==> src/rtl/enemy_attack_arbiter_pkg.sv <==
// Shared constants, state type and helpers for the enemy attack arbiter.
// Optional cooldown phase is enabled by defining ENEMY_ATTACK_ARB_COOLDOWN_EN.
package enemy_attack_arbiter_pkg;

  localparam int unsigned EnemyNumDefault       = 4;
  localparam int unsigned AttackFramesDefault   = 30;
  localparam int unsigned CooldownFramesDefault = 15;

  typedef enum logic [1:0] {
    StIdle     = 2'd0,
    StActive   = 2'd1,
    StCooldown = 2'd2
  } state_e;

  // One counter serves both phases, so size it for the longer of the two.
  function automatic int unsigned frame_cnt_width(input int unsigned attack_frames,
                                                  input int unsigned cooldown_frames);
    int unsigned max_frames;
    max_frames = (attack_frames > cooldown_frames) ? attack_frames : cooldown_frames;
    return $clog2(max_frames + 1);
  endfunction

endpackage

==> src/rtl/enemy_attack_arbiter_rr_pick.sv <==
// Combinational round-robin picker: first eligible requester at or after start_i.
module enemy_attack_arbiter_rr_pick #(
  parameter int unsigned N = 4
) (
  input  logic [N-1:0] eligible_i,
  input  logic [2:0]   start_i,
  output logic [N-1:0] onehot_o,
  output logic [2:0]   idx_o,
  output logic         found_o
);

  logic [2*N-1:0] dbl;
  logic [N-1:0]   rot;
  logic [3:0]     sum;

  always_comb begin
    // Rotate so bit 0 of rot is the requester at start_i.
    dbl      = {eligible_i, eligible_i} >> start_i;
    rot      = dbl[N-1:0];
    sum      = '0;
    found_o  = 1'b0;
    onehot_o = '0;
    idx_o    = '0;
    for (int j = 0; j < N; j++) begin
      if (!found_o && rot[j]) begin
        found_o = 1'b1;
        sum     = {1'b0, start_i} + 4'(j);
        if (sum >= 4'(N)) begin
          sum = sum - 4'(N);
        end
      end
    end
    if (found_o) begin
      idx_o    = sum[2:0];
      onehot_o = {{(N-1){1'b0}}, 1'b1} << sum;
    end
  end

endmodule

==> src/rtl/enemy_attack_arbiter.sv <==
// Round-robin arbiter for the shared enemy attack slot; Grant feeds the attack enables and the
// attack ROM address mux. Define ENEMY_ATTACK_ARB_COOLDOWN_EN to add a cooldown after each attack.
module enemy_attack_arbiter
  import enemy_attack_arbiter_pkg::*;
#(
  parameter int unsigned ENEMY_NUM       = EnemyNumDefault,
  parameter int unsigned ATTACK_FRAMES   = AttackFramesDefault,
  parameter int unsigned COOLDOWN_FRAMES = CooldownFramesDefault
) (
  input  logic                 Clk,
  input  logic                 Reset,
  input  logic                 game_frame_clk_rising_edge,
  input  logic [ENEMY_NUM-1:0] Attack_Req,
  input  logic [ENEMY_NUM-1:0] Enemy_Alive,
  input  logic                 Abort,
  output logic [ENEMY_NUM-1:0] Grant,
  output logic [2:0]           Grant_Idx,
  output logic                 Grant_Valid,
  output logic                 Attack_Start
);

  localparam int unsigned CntW     = frame_cnt_width(ATTACK_FRAMES, COOLDOWN_FRAMES);
  localparam logic [2:0]  LastInit = 3'(ENEMY_NUM - 1);

  state_e                 state_q, state_d;
  logic [CntW-1:0]        cnt_q, cnt_d;
  logic [2:0]             last_q, last_d;
  logic [ENEMY_NUM-1:0]   grant_q, grant_d;
  logic [2:0]             idx_q, idx_d;
  logic                   start_q, start_d;

  logic                   tick;
  logic                   rel;
  logic [2:0]             start_idx;
  logic [ENEMY_NUM-1:0]   eligible;
  logic [ENEMY_NUM-1:0]   pick_onehot;
  logic [2:0]             pick_idx;
  logic                   pick_found;

  assign tick      = game_frame_clk_rising_edge;
  assign eligible  = Attack_Req & Enemy_Alive;
  assign start_idx = (last_q == LastInit) ? 3'd0 : last_q + 3'd1;

  enemy_attack_arbiter_rr_pick #(
    .N (ENEMY_NUM)
  ) u_rr_pick (
    .eligible_i (eligible),
    .start_i    (start_idx),
    .onehot_o   (pick_onehot),
    .idx_o      (pick_idx),
    .found_o    (pick_found)
  );

  always_comb begin
    state_d = state_q;
    cnt_d   = cnt_q;
    last_d  = last_q;
    grant_d = grant_q;
    idx_d   = idx_q;
    start_d = 1'b0;
    rel     = 1'b0;
    if (Abort) begin
      state_d = StIdle;
      cnt_d   = '0;
      grant_d = '0;
      idx_d   = '0;
    end else begin
      case (state_q)
        StIdle: begin
          if (tick && pick_found) begin
            state_d = StActive;
            cnt_d   = CntW'(ATTACK_FRAMES);
            last_d  = pick_idx;
            grant_d = pick_onehot;
            idx_d   = pick_idx;
            start_d = 1'b1;
          end
        end
        StActive: begin
          // A dead holder releases at once; otherwise the last counted frame does.
          rel = ((grant_q & Enemy_Alive) == '0) || (tick && (cnt_q == CntW'(1)));
          if (tick) begin
            cnt_d = cnt_q - CntW'(1);
          end
          if (rel) begin
            grant_d = '0;
            idx_d   = '0;
`ifdef ENEMY_ATTACK_ARB_COOLDOWN_EN
            state_d = StCooldown;
            cnt_d   = CntW'(COOLDOWN_FRAMES);
`else
            state_d = StIdle;
            cnt_d   = '0;
`endif
          end
        end
        StCooldown: begin
          if (tick) begin
            cnt_d = cnt_q - CntW'(1);
            if (cnt_q == CntW'(1)) begin
              state_d = StIdle;
            end
          end
        end
        default: begin
          state_d = StIdle;
          cnt_d   = '0;
          grant_d = '0;
          idx_d   = '0;
        end
      endcase
    end
  end

  always_ff @(posedge Clk or posedge Reset) begin
    if (Reset) begin
      state_q <= StIdle;
      cnt_q   <= '0;
      last_q  <= LastInit;
      grant_q <= '0;
      idx_q   <= '0;
      start_q <= 1'b0;
    end else begin
      state_q <= state_d;
      cnt_q   <= cnt_d;
      last_q  <= last_d;
      grant_q <= grant_d;
      idx_q   <= idx_d;
      start_q <= start_d;
    end
  end

  assign Grant        = grant_q;
  assign Grant_Idx    = idx_q;
  assign Grant_Valid  = |grant_q;
  assign Attack_Start = start_q;

endmodule
==> config.mk <==
export PLATFORM = sky130hd
export DESIGN_NAME = enemy_attack_arbiter
export DESIGN_NICKNAME = d
export VERILOG_FILES = /design/src/rtl/enemy_attack_arbiter_pkg.sv /design/src/rtl/enemy_attack_arbiter_rr_pick.sv /design/src/rtl/enemy_attack_arbiter.sv
export SDC_FILE = /design/constraint.sdc
export NUM_CORES = 1
export LEC_CHECK = 0
export CAP_MARGIN = 40
export CORE_ASPECT_RATIO = 1.2
export CORE_UTILIZATION = 47
export DETAILED_ROUTE_END_ITERATION = 8
export GPL_ROUTABILITY_DRIVEN = 0
export HOLD_SLACK_MARGIN = 0.05
export PLACE_DENSITY = 0.75
export REMOVE_ABC_BUFFERS = 1
export SYNTH_ARGS = -nofsm -noshare
export SYNTH_HDL_FRONTEND = slang
export SYNTH_SLANG_ARGS = --single-unit
==> constraint.sdc <==
create_clock -name Clk -period 2.47 [get_ports Clk]
set_input_delay 0.3705 -clock Clk [delete_from_list [all_inputs] [get_ports Clk]]
set_output_delay 0.3705 -clock Clk [all_outputs]
set_load 0.02 [all_outputs]
* Yosys cells after proc, flatten, opt, wreduce, memory -nomap -nowiden *
Cells that the tools add are included.

word-level totals
  logic and storage cells = 85
  register bits after elaboration = 18
  output and inout bits = 9
  bits of input ports = 12

operators by class
  mux-type cells = 37
  bitwise gates (word level) = 3
  $add $sub $neg = 9
  equal/unequal tests = 9
  $lt $le $gt $ge = 4
  shifts and indexed selects = 2
  reduce and logical (&&, ||, !) cells = 15

operators with widths
  operator                                                                              number
  4-bit two-way mux                                                                     12
  5-bit two-way mux                                                                     4
  3-bit two-way mux                                                                     5
  5-bit case mux with 3 select lines                                                    1
  4-bit by 3-bit greater-or-equal comparator with 1-bit output (second input constant)  3
  3-bit inequality test (second input constant)                                         4
  4-bit case mux with 3 select lines                                                    1
  4-bit by 3-bit subtractor with 4-bit output (second input constant)                   3
  2-bit two-way mux                                                                     5
  3-bit case mux with 3 select lines                                                    1
  3-bit by 2-bit adder with 4-bit output (second input constant)                        2
  4-bit bitwise AND                                                                     2
  8-bit by 3-bit >> shifter with 4-bit output                                           1
  1-bit two-way mux                                                                     7
  2-bit case mux with 3 select lines                                                    1
  3-bit AND reduction                                                                   2
  5-bit by 1-bit == test with 1-bit output (second input constant)                      1
  1-bit logical AND                                                                     5
  5-bit by 1-bit subtractor with 5-bit output (second input constant)                   1
  3-bit by 1-bit adder with 4-bit output (second input constant)                        1
  4-bit zero test                                                                       1
  4-bit AND reduction                                                                   1
  4-bit OR reduction                                                                    1
  1-bit by 4-bit << shifter with 4-bit output (first input constant)                    1
  other kinds (11)                                                                      13

* Longest topological paths before layout *
Gate-level depths: netlist of run 1.

  word-level depth = 18
  gate-level depth with buffers = 10

* Hierarchy *
A second synthesis of run 1 with hierarchy kept.

unflattened totals
  cells, all modules = 130
  area total of the unflattened synthesis = 1366.3 um^2

modules (own cells, without submodules)
  module                        area an instance (um^2)  cells an instance  times used
  enemy_attack_arbiter          978.4                    87                 1
  enemy_attack_arbiter_rr_pick  387.9                    43                 1

* Least setup slack after synthesis of run 1 *
No wires, ideal clock.

  kind = register to register
  start = register last_q[0]
  end = register grant_q[1] (netlist: Grant[1])
  library setup time = 0.121 ns
  data required time = 2.349 ns
  arrival time = 2.583 ns
  setup slack = -0.233 ns
  period minus slack after synthesis = 2.703 ns
  buffers on the path = 2
  stages on the path, launching flop included = 11
  path through = dfstp_2 ha_1 nand2b_4 and2_4 buf_6 o32a_4 a211o_1 o311a_1 buf_6 a21boi_4 a22o_1

on the way
  cells in the longest elaborated chain, start to end = 18
  elaborated cells between the ends (all ways) = 41
  classes of those cells = add/sub: 8; order compare: 4; eq/ne: 2; shift: 2; mux: 17; reduce/logical: 8

ends and longest elaborated chain
  item                                                                                                RTL line                     RTL
  from (decl)                                                                                         enemy_attack_arbiter.sv:27   logic [2:0] last_q, last_d;
  from (signal assigned)                                                                              enemy_attack_arbiter.sv:119  last_q <= LastInit;
  from (signal assigned)                                                                              enemy_attack_arbiter.sv:126  last_q <= last_d;
  3-bit by 1-bit adder with 3-bit output or 3-bit by 2-bit == test with 1-bit output (tied branches)  enemy_attack_arbiter.sv:42   assign start_idx = (last_q == LastInit) ? 3'd0 : last_q + 3'd1;
  3-bit two-way mux (*)                                                                               enemy_attack_arbiter.sv:42
  parallel branches: the longest is 16 deep, another holds 3-bit by 1-bit adder with 4-bit output     -
  to (signal assigned)                                                                                enemy_attack_arbiter.sv:127  grant_q <= grant_d;
  to (decl)                                                                                           enemy_attack_arbiter.sv:28   logic [ENEMY_NUM-1:0] grant_q, grant_d;

Every way passes the cells marked *. The select of a mux whose other input is x is not followed.
A chain may end at the register's enable or synchronous reset.

* Final worst setup path of run 1 *
Same ends and word-level chain as after synthesis.

==> impl_results.html, run 1 <==
<table>
<tr><th>Metric</th><th>Value</th></tr>
<tr><th colspan="2">STA</th></tr>
<tr><td>Number of max-slew violations in the final report</td><td>0</td></tr>
<tr><td>Highest Clock Rate</td><td>392.2 MHz</td></tr>
<tr><td>Post-route clock period utilization</td><td>103.2%</td></tr>
<tr><td>Slew HR</td><td>57.82%</td></tr>
<tr><td>Setup-failing EPs final</td><td>11</td></tr>
<tr><td>Final-layout setup total negative slack</td><td>-0.4566 ns</td></tr>
<tr><td>RSZ-0062 raised after global routing</td><td>yes</td></tr>
<tr><td>Endpoints failing hold</td><td>0</td></tr>
<tr><td>Post-Route Skew</td><td>0.01721 ns</td></tr>
<tr><td>Worst-Margin Slew</td><td>0.6320 ns</td></tr>
<tr><td>Shortest period the worst path allows</td><td>approximately 2.5 ns</td></tr>
<tr><td>Final worst slack</td><td>-0.07978 ns</td></tr>
<tr><th colspan="2">Place</th></tr>
<tr><td>Number of buffers added on ports</td><td>20</td></tr>
<tr><td>Placed cell area</td><td>1638 um2</td></tr>
<tr><td>HPWL after detailed placement</td><td>~2500 um</td></tr>
<tr><th colspan="2">Clocking</th></tr>
<tr><td>Maximum clock path buffer count</td><td>2</td></tr>
<tr><td>Sinks on the clock net</td><td>17</td></tr>
<tr><td>Clock tree from TritonCTS</td><td>done</td></tr>
<tr><td>Cts bufs inserted</td><td>3</td></tr>
<tr><td>Clock latency at the later pin of the worst-skew pair</td><td>roughly 0.31 ns</td></tr>
<tr><td>Clock root buffer</td><td>sky130_fd_sc_hd__clkbuf_4</td></tr>
<tr><td>H-tree level count</td><td>1</td></tr>
<tr><td>Hold buffer count at CTS</td><td>0</td></tr>
<tr><td>Clock slew seen by the registers of the worst setup and hold paths</td><td>0.11 ns</td></tr>
<tr><th colspan="2">Power</th></tr>
<tr><td>Leakage power</td><td>0.8473 nW</td></tr>
<tr><td>Peak supply drop</td><td>0.001098 V</td></tr>
<tr><td>Power per standard cell area</td><td>1654 nW/um2</td></tr>
<tr><td>Total power draw</td><td>roughly 3.1 mW</td></tr>
<tr><th colspan="2">Worst setup path</th></tr>
<tr><td>Critical path endpoint category</td><td>flip-flop</td></tr>
<tr><td>Crit Path Category</td><td>flip-flop to flip-flop</td></tr>
<tr><td>Largest fanout on the critical path</td><td>7</td></tr>
<tr><td>R2R setup slack</td><td>-0.08 ns</td></tr>
<tr><td>Arr. time, crit path</td><td>2.80 ns</td></tr>
<tr><td>Source of the worst register-to-register timing path</td><td>last_q[0]$_DFFE_PP1P_</td></tr>
<tr><td>End of the worst register-to-register path</td><td>Grant[1]$_DFFE_PP0P_</td></tr>
<tr><td>Req. time, crit path</td><td>2.72 ns</td></tr>
<tr><td>Crit path largest cell delay</td><td>0.58 ns</td></tr>
<tr><td>Series of cell instances along the critical path</td><td>buf_6, and3b_2, maj3_2, o32a_4, a211o_1, o31a_1, o21ai_4, a22o_1</td></tr>
<tr><td>Worst Reg-to-Reg Cells</td><td>8</td></tr>
<tr><td>Critical Path Sink</td><td>Grant[1]$_DFFE_PP0P_</td></tr>
<tr><td>CP startpoint</td><td>last_q[0]$_DFFE_PP1P_</td></tr>
<tr><td>Startpoint Class</td><td>flip-flop</td></tr>
<tr><td>Max stage delay cell, worst path</td><td>sky130_fd_sc_hd__dfstp_2</td></tr>
<tr><th colspan="2">Outcome</th></tr>
<tr><td>Failing checks</td><td>setup timing</td></tr>
<tr><td>Run status</td><td>finished with violations</td></tr>
<tr><th colspan="2">Yosys</th></tr>
<tr><td>Gate count after technology mapping</td><td>135</td></tr>
<tr><td>Share of the synthesized area in the top cell type</td><td>30.90%</td></tr>
<tr><td>Flops &amp; latches, synth</td><td>17</td></tr>
<tr><td>Number of enable-type register cells in the synthesized netlist</td><td>0</td></tr>
<tr><td>Synth cell types</td><td>between 50 and 60</td></tr>
<tr><td>Synthesized area</td><td>1215 um2</td></tr>
<tr><td>Yosys Warn Count</td><td>0</td></tr>
<tr><td>Main area contributors after synthesis</td><td>sky130_fd_sc_hd__dfrtp_1 (31%), sky130_fd_sc_hd__a21oi_1 (4.5%), sky130_fd_sc_hd__dfstp_2 (4.3%), sky130_fd_sc_hd__ha_1 (4.1%), sky130_fd_sc_hd__nand2_1 (4.0%)</td></tr>
<tr><td>Commonest register cell after synthesis</td><td>sky130_fd_sc_hd__dfrtp_1</td></tr>
<tr><td>Post-synth top area cell</td><td>sky130_fd_sc_hd__dfrtp_1</td></tr>
<tr><td>Mapped Avg Cell Area</td><td>8.999 um2</td></tr>
<tr><td>Ys async rst share</td><td>100.0%</td></tr>
<tr><td>Part of the Yosys area used for sequential elements</td><td>35.22%</td></tr>
<tr><th colspan="2">Final layout</th></tr>
<tr><td>Fillcell total</td><td>153</td></tr>
<tr><td>Seq. cell area</td><td>427.9 um2</td></tr>
<tr><td>Final core area utilization</td><td>79.74%</td></tr>
<tr><td>Area of the multi-input gates</td><td>~900 um2</td></tr>
<tr><td>Diode insertion count for antenna repair</td><td>0</td></tr>
<tr><td>Share of final-layout standard cells stronger than drive strength 1</td><td>39.15%</td></tr>
<tr><td>Total non-filler cell area in the finished layout</td><td>1896 um2</td></tr>
<tr><td>Area growth syn-to-layout</td><td>56.02%</td></tr>
<tr><td>Layout net count</td><td>206</td></tr>
<tr><th colspan="2">Global routing</th></tr>
<tr><td>GRT Total Usage</td><td>28.88%</td></tr>
<tr><td>Initial antenna violation count</td><td>0</td></tr>
<tr><td>GR Overflow Total</td><td>0</td></tr>
<tr><td>Number of global-route vias before repair</td><td>1,406</td></tr>
<tr><td>Wire length of the first global-routing pass</td><td>about 6000 um</td></tr>
<tr><td>Maximum number of pins on one net before global-route repair</td><td>18</td></tr>
<tr><th colspan="2">Routing</th></tr>
<tr><td>Number of DRC markers after the initial detailed-route iteration</td><td>between 50 and 60</td></tr>
<tr><td>Via density per instance</td><td>slightly above 6</td></tr>
<tr><td>ANT nets after route</td><td>0</td></tr>
<tr><td>Detailed-route via count</td><td>~1,300</td></tr>
<tr><td>Length of the first detailed-routing pass in iterations</td><td>4</td></tr>
<tr><td>Drt drc</td><td>0</td></tr>
<tr><td>Wire length per cell after detailed routing</td><td>about 18 um</td></tr>
<tr><td>Drt total wl</td><td>3939 um</td></tr>
<tr><th colspan="2">Die</th></tr>
<tr><td>Core Area</td><td>2377 um2</td></tr>
<tr><td>Starting utilization of the core area</td><td>51.11%</td></tr>
<tr><td>Site row count</td><td>19</td></tr>
<tr><td>Horizontal extent of the die</td><td>48.41 um</td></tr>
<tr><td>Area of the die</td><td>2793 um2</td></tr>
<tr><td>Ports</td><td>21</td></tr>
<tr><td>Die height</td><td>57.70 um</td></tr>
<tr><th colspan="2">Run</th></tr>
<tr><td>Maxcap violations</td><td>0</td></tr>
<tr><th colspan="2">Min path</th></tr>
<tr><td>Class of the tightest hold or removal check</td><td>input port to asynchronous set/reset pin</td></tr>
</table>
==> layout make-up <==
| type | instances | share of cell area [%] |
|---|---|---|
| Clock buffer | 3 | 1.188 |
| Clock inverter | 1 | 0.2640 |
| Timing Repair Buffer | 54 | 24.42 |
| Inverter | 10 | 1.980 |
| Sequential cell | 17 | 22.57 |
| Tap cell | 31 | 2.046 |
| Multi-Input combinational cell | 104 | 47.52 |
==> Yosys cell counts, types with 3 or more instances <==
cell / number
sky130_fd_sc_hd__or2_2: 3
sky130_fd_sc_hd__a22o_1: 4
sky130_fd_sc_hd__ha_1: 4
sky130_fd_sc_hd__inv_1: 9
sky130_fd_sc_hd__nor2_1: 8
sky130_fd_sc_hd__dfrtp_1: 15
sky130_fd_sc_hd__nor3_1: 4
sky130_fd_sc_hd__a221oi_1: 3
sky130_fd_sc_hd__nand2_1: 13
sky130_fd_sc_hd__nand3_1: 6
sky130_fd_sc_hd__a21oi_1: 11
sky130_fd_sc_hd__a21o_1: 4
==> state kept, by name, indices dropped and copies added (netlist names) <==
signal,cells
cnt_q,5
Grant,4
Grant_Idx,3
last_q,3
Attack_Start,1
state_q,1
==> how the worst min path moves through the flow <==
| stage | startpoint | end | slack, ns | cells after the start |
|---|---|---|---|---|
| CTS | Reset | Grant_Idx[1]$_DFFE_PP0P_ | 0.45 | 2 |
| finish | Reset | Grant_Idx[1]$_DFFE_PP0P_ | 0.43 | 2 |
| global placement | Grant_Idx[2]$_DFFE_PP0P_ | Grant_Idx[2]$_DFFE_PP0P_ | 0.47 | 1 |
| detailed placement | Grant_Idx[2]$_DFFE_PP0P_ | Grant_Idx[2]$_DFFE_PP0P_ | 0.47 | 1 |
| floorplan | Reset | Attack_Start$_DFF_PP0_ | 0.30 | 1 |
| global route | Reset | Grant_Idx[1]$_DFFE_PP0P_ | 0.50 | 2 |
==> power by group <==
part	internal [mW]	switching, mW
Combinational	1.21	1.29
Sequential	0.388	0.101
Clock	0.0604	0.0952
==> logic make-up after synthesis <==
group                    after synthesis  share of synthesized area, %
AND/OR/NAND/NOR                       49                         21.63
AO/OA/AOI/OAI                         48                         30.69
XOR/XNOR                               1                        0.7210
buffers and inverters                 14                         5.870
adder cells (fa/ha/maj)                5                         5.046
multiplexers                           1                        0.8239
flip-flops                            17                         35.22
==> through the flow <==
step | setup WS, ns | hold slack, ns | cells
3_3_place_gp | -0.2929 | 0.4680 | 211
5_1_grt | -0.1763 | 0.4982 | 220
3_5_place_dp | -0.3373 | 0.4736 | 211
2_1_floorplan | -0.2670 | 0.2951 | 131
6_report | -0.07978 | 0.4264 | 220
4_1_cts | 0.01373 | 0.4476 | 217
==> worst max-delay path: cells and delay by family, from the launching register on <==
kind | cells | cell delay, ns
AO/OA/AOI/OAI | 5 | 1.29
adder cells (fa/ha/maj) | 1 | 0.32
buffers and inverters | 1 | 0.11
flip-flops | 1 | 0.58
AND/OR/NAND/NOR | 1 | 0.22
==> layer usage <==
| metal | vias up | track usage, % | part of all wire (%) |
|---|---|---|---|
| li1 | 609 | - | - |
| met1 | 647 | 32.09 | 38 |
| met2 | 68 | 52.92 | 53 |
| met3 | 22 | 2.887 | 4.4 |
| met4 | 0 | 18.91 | 5.1 |
| met5 | - | 0 | 0 |
==> cells in the final DEF, fill, tap and decap left out, types with 2 or more instances in the layout <==
| master | n |
|---|---|
| sky130_fd_sc_hd__buf_4 | 32 |
| sky130_fd_sc_hd__clkdlybuf4s50_1 | 20 |
| sky130_fd_sc_hd__dfrtp_1 | 15 |
| sky130_fd_sc_hd__nand2_1 | 11 |
| sky130_fd_sc_hd__inv_1 | 9 |
| sky130_fd_sc_hd__a21oi_1 | 6 |
| sky130_fd_sc_hd__nor2_1 | 6 |
| sky130_fd_sc_hd__nor3_1 | 4 |
| sky130_fd_sc_hd__a21oi_2 | 4 |
| sky130_fd_sc_hd__nand3_1 | 4 |
| sky130_fd_sc_hd__a21o_1 | 4 |
| sky130_fd_sc_hd__a22o_1 | 4 |
| sky130_fd_sc_hd__ha_1 | 3 |
| sky130_fd_sc_hd__clkbuf_4 | 3 |
| sky130_fd_sc_hd__nand2_2 | 2 |
| sky130_fd_sc_hd__and3_1 | 2 |
| sky130_fd_sc_hd__a311oi_4 | 2 |
| sky130_fd_sc_hd__o21ai_0 | 2 |
| sky130_fd_sc_hd__nand3_2 | 2 |
| sky130_fd_sc_hd__or2_2 | 2 |
| sky130_fd_sc_hd__a221oi_1 | 2 |
| sky130_fd_sc_hd__nand2b_1 | 2 |
| sky130_fd_sc_hd__o2bb2ai_1 | 2 |
| sky130_fd_sc_hd__o21ai_1 | 2 |
| sky130_fd_sc_hd__dfstp_2 | 2 |
| sky130_fd_sc_hd__buf_6 | 2 |
==> timing repair <==
item	in CTS	in global routing
gates resized for setup	29	7
pin swaps	11	7
hold endpoints to repair	0	0
setup endpoints to repair	14	14
setup buffers	2	3
Power figures use the tool's default switching activity.
==> run 2: changes to the inputs <==
--- a/config.mk
+++ b/config.mk
@@ -5,11 +5,13 @@
 export SDC_FILE = /design/constraint.sdc
 export NUM_CORES = 1
 export LEC_CHECK = 0
+export ABC_AREA = 1
 export CAP_MARGIN = 40
 export CORE_ASPECT_RATIO = 1.2
 export CORE_UTILIZATION = 47
 export DETAILED_ROUTE_END_ITERATION = 8
 export GPL_ROUTABILITY_DRIVEN = 0
+export GPL_TIMING_DRIVEN = 0
 export HOLD_SLACK_MARGIN = 0.05
 export PLACE_DENSITY = 0.75
 export REMOVE_ABC_BUFFERS = 1
==> run 2 against run 1 <==
Compared with the run above: the run now ends clean; total power down 38%; flip-flop and latch count unchanged; first-iteration DRC count down 27%; critical path type is now flip-flop to output port; largest cell class unchanged; largest power group unchanged.
==> impl_results.html, run 2 <==
<table>
<tr><th>Metric</th><th>Value</th></tr>
<tr><th colspan="2">Outcome</th></tr>
<tr><td>Run status</td><td>finished, final reports clean</td></tr>
<tr><th colspan="2">Power</th></tr>
<tr><td>Fraction of power spent switching nets</td><td>52.71% (+5.5 points)</td></tr>
<tr><td>Part of the power in registers</td><td>23.6% (+8.0 points)</td></tr>
<tr><td>Net Sw Power</td><td>1.029 mW (-31%)</td></tr>
<tr><td>Internal power summed over all cells</td><td>0.9233 mW (-44%)</td></tr>
<tr><td>Leakage power</td><td>0.7585 nW (-10%)</td></tr>
<tr><td>Clock network power share</td><td>7.6% (+2.6 points)</td></tr>
<tr><td>Power per standard cell area</td><td>1320 nW/um2 (-20%)</td></tr>
<tr><td>Peak supply drop</td><td>0.0006415 V (-42%)</td></tr>
<tr><td>Proportion of power drawn by combinational gates</td><td>68.8% (-11 points)</td></tr>
<tr><th colspan="2">Worst setup path</th></tr>
<tr><td>Critical path endpoint category</td><td>output port</td></tr>
<tr><td>Max stage delay cell, worst path</td><td>sky130_fd_sc_hd__clkdlybuf4s50_1</td></tr>
<tr><td>Startpoint Class</td><td>flip-flop</td></tr>
<tr><td>End of the worst register-to-register path</td><td>last_q[1]$_DFFE_PP1P_</td></tr>
<tr><td>CP top delay family</td><td>buffers and inverters</td></tr>
<tr><td>Levels on crit path</td><td>2 (-6)</td></tr>
<tr><td>Worst Reg-to-Reg Cells</td><td>13 (+5)</td></tr>
<tr><td>CP startpoint</td><td>Grant[3]$_DFFE_PP0P_</td></tr>
<tr><td>Buffers &amp; Inverters on Critical Path</td><td>1 (unchanged)</td></tr>
<tr><td>Largest fanout on the critical path</td><td>4 (-3)</td></tr>
<tr><td>Critical Path Sink</td><td>Grant_Valid</td></tr>
<tr><td>Arr. time, crit path</td><td>1.79 ns (-1.01 ns)</td></tr>
<tr><td>Crit path largest cell delay</td><td>0.55 ns (-0.03 ns)</td></tr>
<tr><td>Crit Path Category</td><td>flip-flop to output port</td></tr>
<tr><td>Source of the worst register-to-register timing path</td><td>last_q[0]$_DFFE_PP1P_</td></tr>
<tr><td>R2R setup slack</td><td>0.41 ns (+0.49 ns)</td></tr>
<tr><td>Series of cell instances along the critical path</td><td>or4_1, clkdlybuf4s50_1</td></tr>
<tr><td>Req. time, crit path</td><td>2.10 ns (-0.62 ns)</td></tr>
<tr><th colspan="2">Clocking</th></tr>
<tr><td>Cts bufs inserted</td><td>3 (unchanged)</td></tr>
<tr><td>Clock slew seen by the registers of the worst setup and hold paths</td><td>0.09 ns (-0.02 ns)</td></tr>
<tr><td>Hold buffer count at CTS</td><td>0 (unchanged)</td></tr>
<tr><td>Post_cts resized</td><td>0 (-100%)</td></tr>
<tr><td>Setup bufs post-CTS</td><td>0 (-2)</td></tr>
<tr><td>Clock root buffer</td><td>sky130_fd_sc_hd__clkbuf_4</td></tr>
<tr><td>Maximum clock path buffer count</td><td>2 (unchanged)</td></tr>
<tr><td>Clock tree from TritonCTS</td><td>done</td></tr>
<tr><td>Sinks on the clock net</td><td>17 (unchanged)</td></tr>
<tr><td>H-tree level count</td><td>1 (unchanged)</td></tr>
<tr><td>Clock latency at the later pin of the worst-skew pair</td><td>0.29 ns (-0.02 ns)</td></tr>
<tr><th colspan="2">Die</th></tr>
<tr><td>Starting utilization of the core area</td><td>51.05% (-0.053 points)</td></tr>
<tr><td>Core Area</td><td>2377 um2 (unchanged)</td></tr>
<tr><td>Die height</td><td>57.67 um (about the same)</td></tr>
<tr><td>Area of the die</td><td>2790 um2 (about the same)</td></tr>
<tr><td>Site row count</td><td>19 (unchanged)</td></tr>
<tr><td>Horizontal extent of the die</td><td>48.39 um (about the same)</td></tr>
<tr><td>Ports</td><td>21 (unchanged)</td></tr>
<tr><th colspan="2">Routing</th></tr>
<tr><td>Drt drc</td><td>0 (unchanged)</td></tr>
<tr><td>Number of DRC markers after the initial detailed-route iteration</td><td>37 (-27%)</td></tr>
<tr><td>Via density per instance</td><td>5.245 (-14%)</td></tr>
<tr><td>Drt total wl</td><td>2754 um (-30%)</td></tr>
<tr><td>Detailed-route via count</td><td>1,154 (-14%)</td></tr>
<tr><td>Wire length per cell after detailed routing</td><td>12.52 um (-30%)</td></tr>
<tr><td>Length of the first detailed-routing pass in iterations</td><td>4 (unchanged)</td></tr>
<tr><td>ANT nets after route</td><td>0 (unchanged)</td></tr>
<tr><th colspan="2">STA</th></tr>
<tr><td>Post-Route Skew</td><td>0.001642 ns (-0.01557 ns)</td></tr>
<tr><td>Endpoints failing hold</td><td>0 (unchanged)</td></tr>
<tr><td>Highest Clock Rate</td><td>463.0 MHz (+18%)</td></tr>
<tr><td>Final worst slack</td><td>0.3100 ns (+0.3898 ns)</td></tr>
<tr><td>Worst-Margin Slew</td><td>0.6373 ns (+0.005318 ns)</td></tr>
<tr><td>RSZ-0062 raised after global routing</td><td>no</td></tr>
<tr><td>Post-route clock period utilization</td><td>87.45% (-16 points)</td></tr>
<tr><td>Final-layout setup total negative slack</td><td>0 ns (+0.4566 ns)</td></tr>
<tr><td>Shortest period the worst path allows</td><td>2.160 ns (-0.3898 ns)</td></tr>
<tr><td>Setup-failing EPs final</td><td>0 (-11)</td></tr>
<tr><td>Number of max-slew violations in the final report</td><td>0 (unchanged)</td></tr>
<tr><td>Slew HR</td><td>57.47% (-0.35 points)</td></tr>
<tr><th colspan="2">Global routing</th></tr>
<tr><td>Met3 GRT Util</td><td>3.412% (+0.52 points)</td></tr>
<tr><td>Maximum number of pins on one net before global-route repair</td><td>18 (unchanged)</td></tr>
<tr><td>GR Util met2</td><td>43.86% (-9.1 points)</td></tr>
<tr><td>Wire length of the first global-routing pass</td><td>4754 um (-22%)</td></tr>
<tr><td>Initial antenna violation count</td><td>0 (unchanged)</td></tr>
<tr><td>Number of global-route vias before repair</td><td>1,111 (-21%)</td></tr>
<tr><td>GRT Total Usage</td><td>22.43% (-6.4 points)</td></tr>
<tr><td>GR Overflow Total</td><td>0 (unchanged)</td></tr>
<tr><td>GRT met1 Usage</td><td>23.69% (-8.4 points)</td></tr>
<tr><td>Layer with the highest usage</td><td>met2</td></tr>
<tr><th colspan="2">Final layout</th></tr>
<tr><td>Layout net count</td><td>206 (unchanged)</td></tr>
<tr><td>Area growth syn-to-layout</td><td>21.86%</td></tr>
<tr><td>Diode insertion count for antenna repair</td><td>0 (unchanged)</td></tr>
<tr><td>Max reg flops</td><td>5 (unchanged)</td></tr>
<tr><td>Commonest non-fill, non-tap cells in the layout</td><td>sky130_fd_sc_hd__nand2_1 (49), sky130_fd_sc_hd__nand3_1 (23), sky130_fd_sc_hd__clkdlybuf4s50_1 (20)</td></tr>
<tr><td>Most flop-heavy register</td><td>cnt_q</td></tr>
<tr><td>Share of final-layout standard cells stronger than drive strength 1</td><td>16.40% (-23 points)</td></tr>
<tr><td>Most common cell after layout, fill and taps aside</td><td>sky130_fd_sc_hd__nand2_1</td></tr>
<tr><th colspan="2">Yosys</th></tr>
<tr><td>Synth cell types</td><td>25 (-54%)</td></tr>
<tr><td>Mapped Avg Cell Area</td><td>7.356 um2 (-18%)</td></tr>
<tr><td>Flops &amp; latches, synth</td><td>17 (unchanged)</td></tr>
<tr><td>Post-synth top area cell</td><td>sky130_fd_sc_hd__dfrtp_1</td></tr>
<tr><td>Number of enable-type register cells in the synthesized netlist</td><td>0 (unchanged)</td></tr>
<tr><td>Commonest cells in the netlist</td><td>sky130_fd_sc_hd__nand2_1 (49), sky130_fd_sc_hd__nand3_1 (23), sky130_fd_sc_hd__dfrtp_1 (15), sky130_fd_sc_hd__inv_1 (15), sky130_fd_sc_hd__nor2_1 (14)</td></tr>
<tr><td>Share of the synthesized area in the top cell type</td><td>30.93% (+0.032 points)</td></tr>
<tr><td>Main area contributors after synthesis</td><td>sky130_fd_sc_hd__dfrtp_1 (31%), sky130_fd_sc_hd__nand2_1 (15%), sky130_fd_sc_hd__nand3_1 (9.5%), sky130_fd_sc_hd__nand2_4 (5.6%), sky130_fd_sc_hd__inv_1 (4.6%)</td></tr>
<tr><td>Cell with the most instances after synthesis</td><td>sky130_fd_sc_hd__nand2_1</td></tr>
<tr><td>Commonest register cell after synthesis</td><td>sky130_fd_sc_hd__dfrtp_1</td></tr>
<tr><td>Yosys Warn Count</td><td>0 (unchanged)</td></tr>
<tr><td>Synthesized area</td><td>1214 um2 (-0.10%)</td></tr>
<tr><td>Ys async rst share</td><td>100.0% (unchanged)</td></tr>
<tr><td>Gate count after technology mapping</td><td>165 (+22%)</td></tr>
<tr><td>Part of the Yosys area used for sequential elements</td><td>35.26% (+0.036 points)</td></tr>
<tr><th colspan="2">Run</th></tr>
<tr><td>Maxcap violations</td><td>0 (unchanged)</td></tr>
<tr><th colspan="2">Place</th></tr>
<tr><td>Number of buffers added on ports</td><td>20 (unchanged)</td></tr>
<tr><td>HPWL after detailed placement</td><td>2190 um (-11%)</td></tr>
<tr><td>Worst Setup Slack post-DPL</td><td>0.3550 ns (+0.6923 ns)</td></tr>
<tr><th colspan="2">Min path</th></tr>
<tr><td>Class of the tightest hold or removal check</td><td>input port to asynchronous set/reset pin</td></tr>
</table>
[run 2: changes by cell type after synthesis, moves of 5 or more]
cell	delta
sky130_fd_sc_hd__nor2_1	+6
sky130_fd_sc_hd__inv_1	+6
sky130_fd_sc_hd__nand2_1	+36
sky130_fd_sc_hd__nand2_4	+6
sky130_fd_sc_hd__nand2_2	+5
sky130_fd_sc_hd__nand3_1	+17
sky130_fd_sc_hd__a21oi_1	-9
[run 2: cell families after synthesis]
group	after synthesis	synth area share, %
adders and majority gates	4	4.124
xor gates and xnor gates	3	2.165
AOI/OAI and AO/OA	10	5.773
DFF	17	35.26
and+or+nand+nor	111	46.49
buffers and inverters	20	6.185
[run 2: how the worst min path moves through the flow]
stage	from	end	cells after the start
6_report	Reset	Grant_Idx[1]$_DFFE_PP0P_	2
3_3_place_gp	last_q[1]$_DFFE_PP1P_	last_q[1]$_DFFE_PP1P_	2
2_1_floorplan	Reset	Attack_Start$_DFF_PP0_	1
3_5_place_dp	Grant_Idx[1]$_DFFE_PP0P_	Grant_Idx[1]$_DFFE_PP0P_	2
5_1_grt	Grant_Idx[0]$_DFFE_PP0P_	Grant_Idx[0]$_DFFE_PP0P_	2
4_1_cts	Reset	Grant_Idx[1]$_DFFE_PP0P_	2
[run 2: layout make-up]
type                    count  area, um2
fillers                   223      898.4
repair buffers             20      200.2
clock buffers               4      26.28
inverters                  20      75.07
multi-input cells         128      710.7
well taps                  31      38.79
flip-flops and latches     17      427.9
[run 2: routing by layer]
metal | share of wire [%] | routed length, um | vias to the layer above
met5 | 0 | 0 | -
met4 | 1.7 | 48 | 0
met3 | 4.6 | 126 | 5
met2 | 54 | 1494 | 33
met1 | 39 | 1085 | 535
li1 | - | - | 581
[run 2: power by group through the flow]
stage | logic (mW) | registers [mW] | clock network (mW)
5_1_grt | 1.50 | 0.471 | 0.168
3_5_place_dp | 1.33 | 0.465 | 0
3_3_place_gp | 1.28 | 0.459 | 0
2_1_floorplan | 0.990 | 0.483 | 0
6_report | 1.34 | 0.461 | 0.148
4_1_cts | 1.33 | 0.461 | 0.150
[run 2: through the flow]
| step | utilization [%] | hold WS, ns | area, um2 | power [mW] | std cells |
|---|---|---|---|---|---|
| finish | 62.21 | 0.4501 | 1479 | 1.952 | 220 |
| global route | 62.21 | 0.5130 | 1479 | 2.138 | 220 |
| CTS | 62.21 | 0.4727 | 1479 | 1.944 | 220 |
| detailed placement | 61.11 | 0.4577 | 1453 | 1.796 | 216 |
| global placement | 61.11 | 0.4543 | 1453 | 1.741 | 216 |
| floorplan | - | 0.2951 | 1214 | 1.473 | 165 |
[run 2: worst reg2reg max path, delay by kind of cell (launching register included)]
family                   cells  cell delay, ns
adder cells (fa/ha/maj)      1            0.21
AND/OR/NAND/NOR             10            1.09
buffers and inverters        2            0.15
flip-flops                   1            0.55
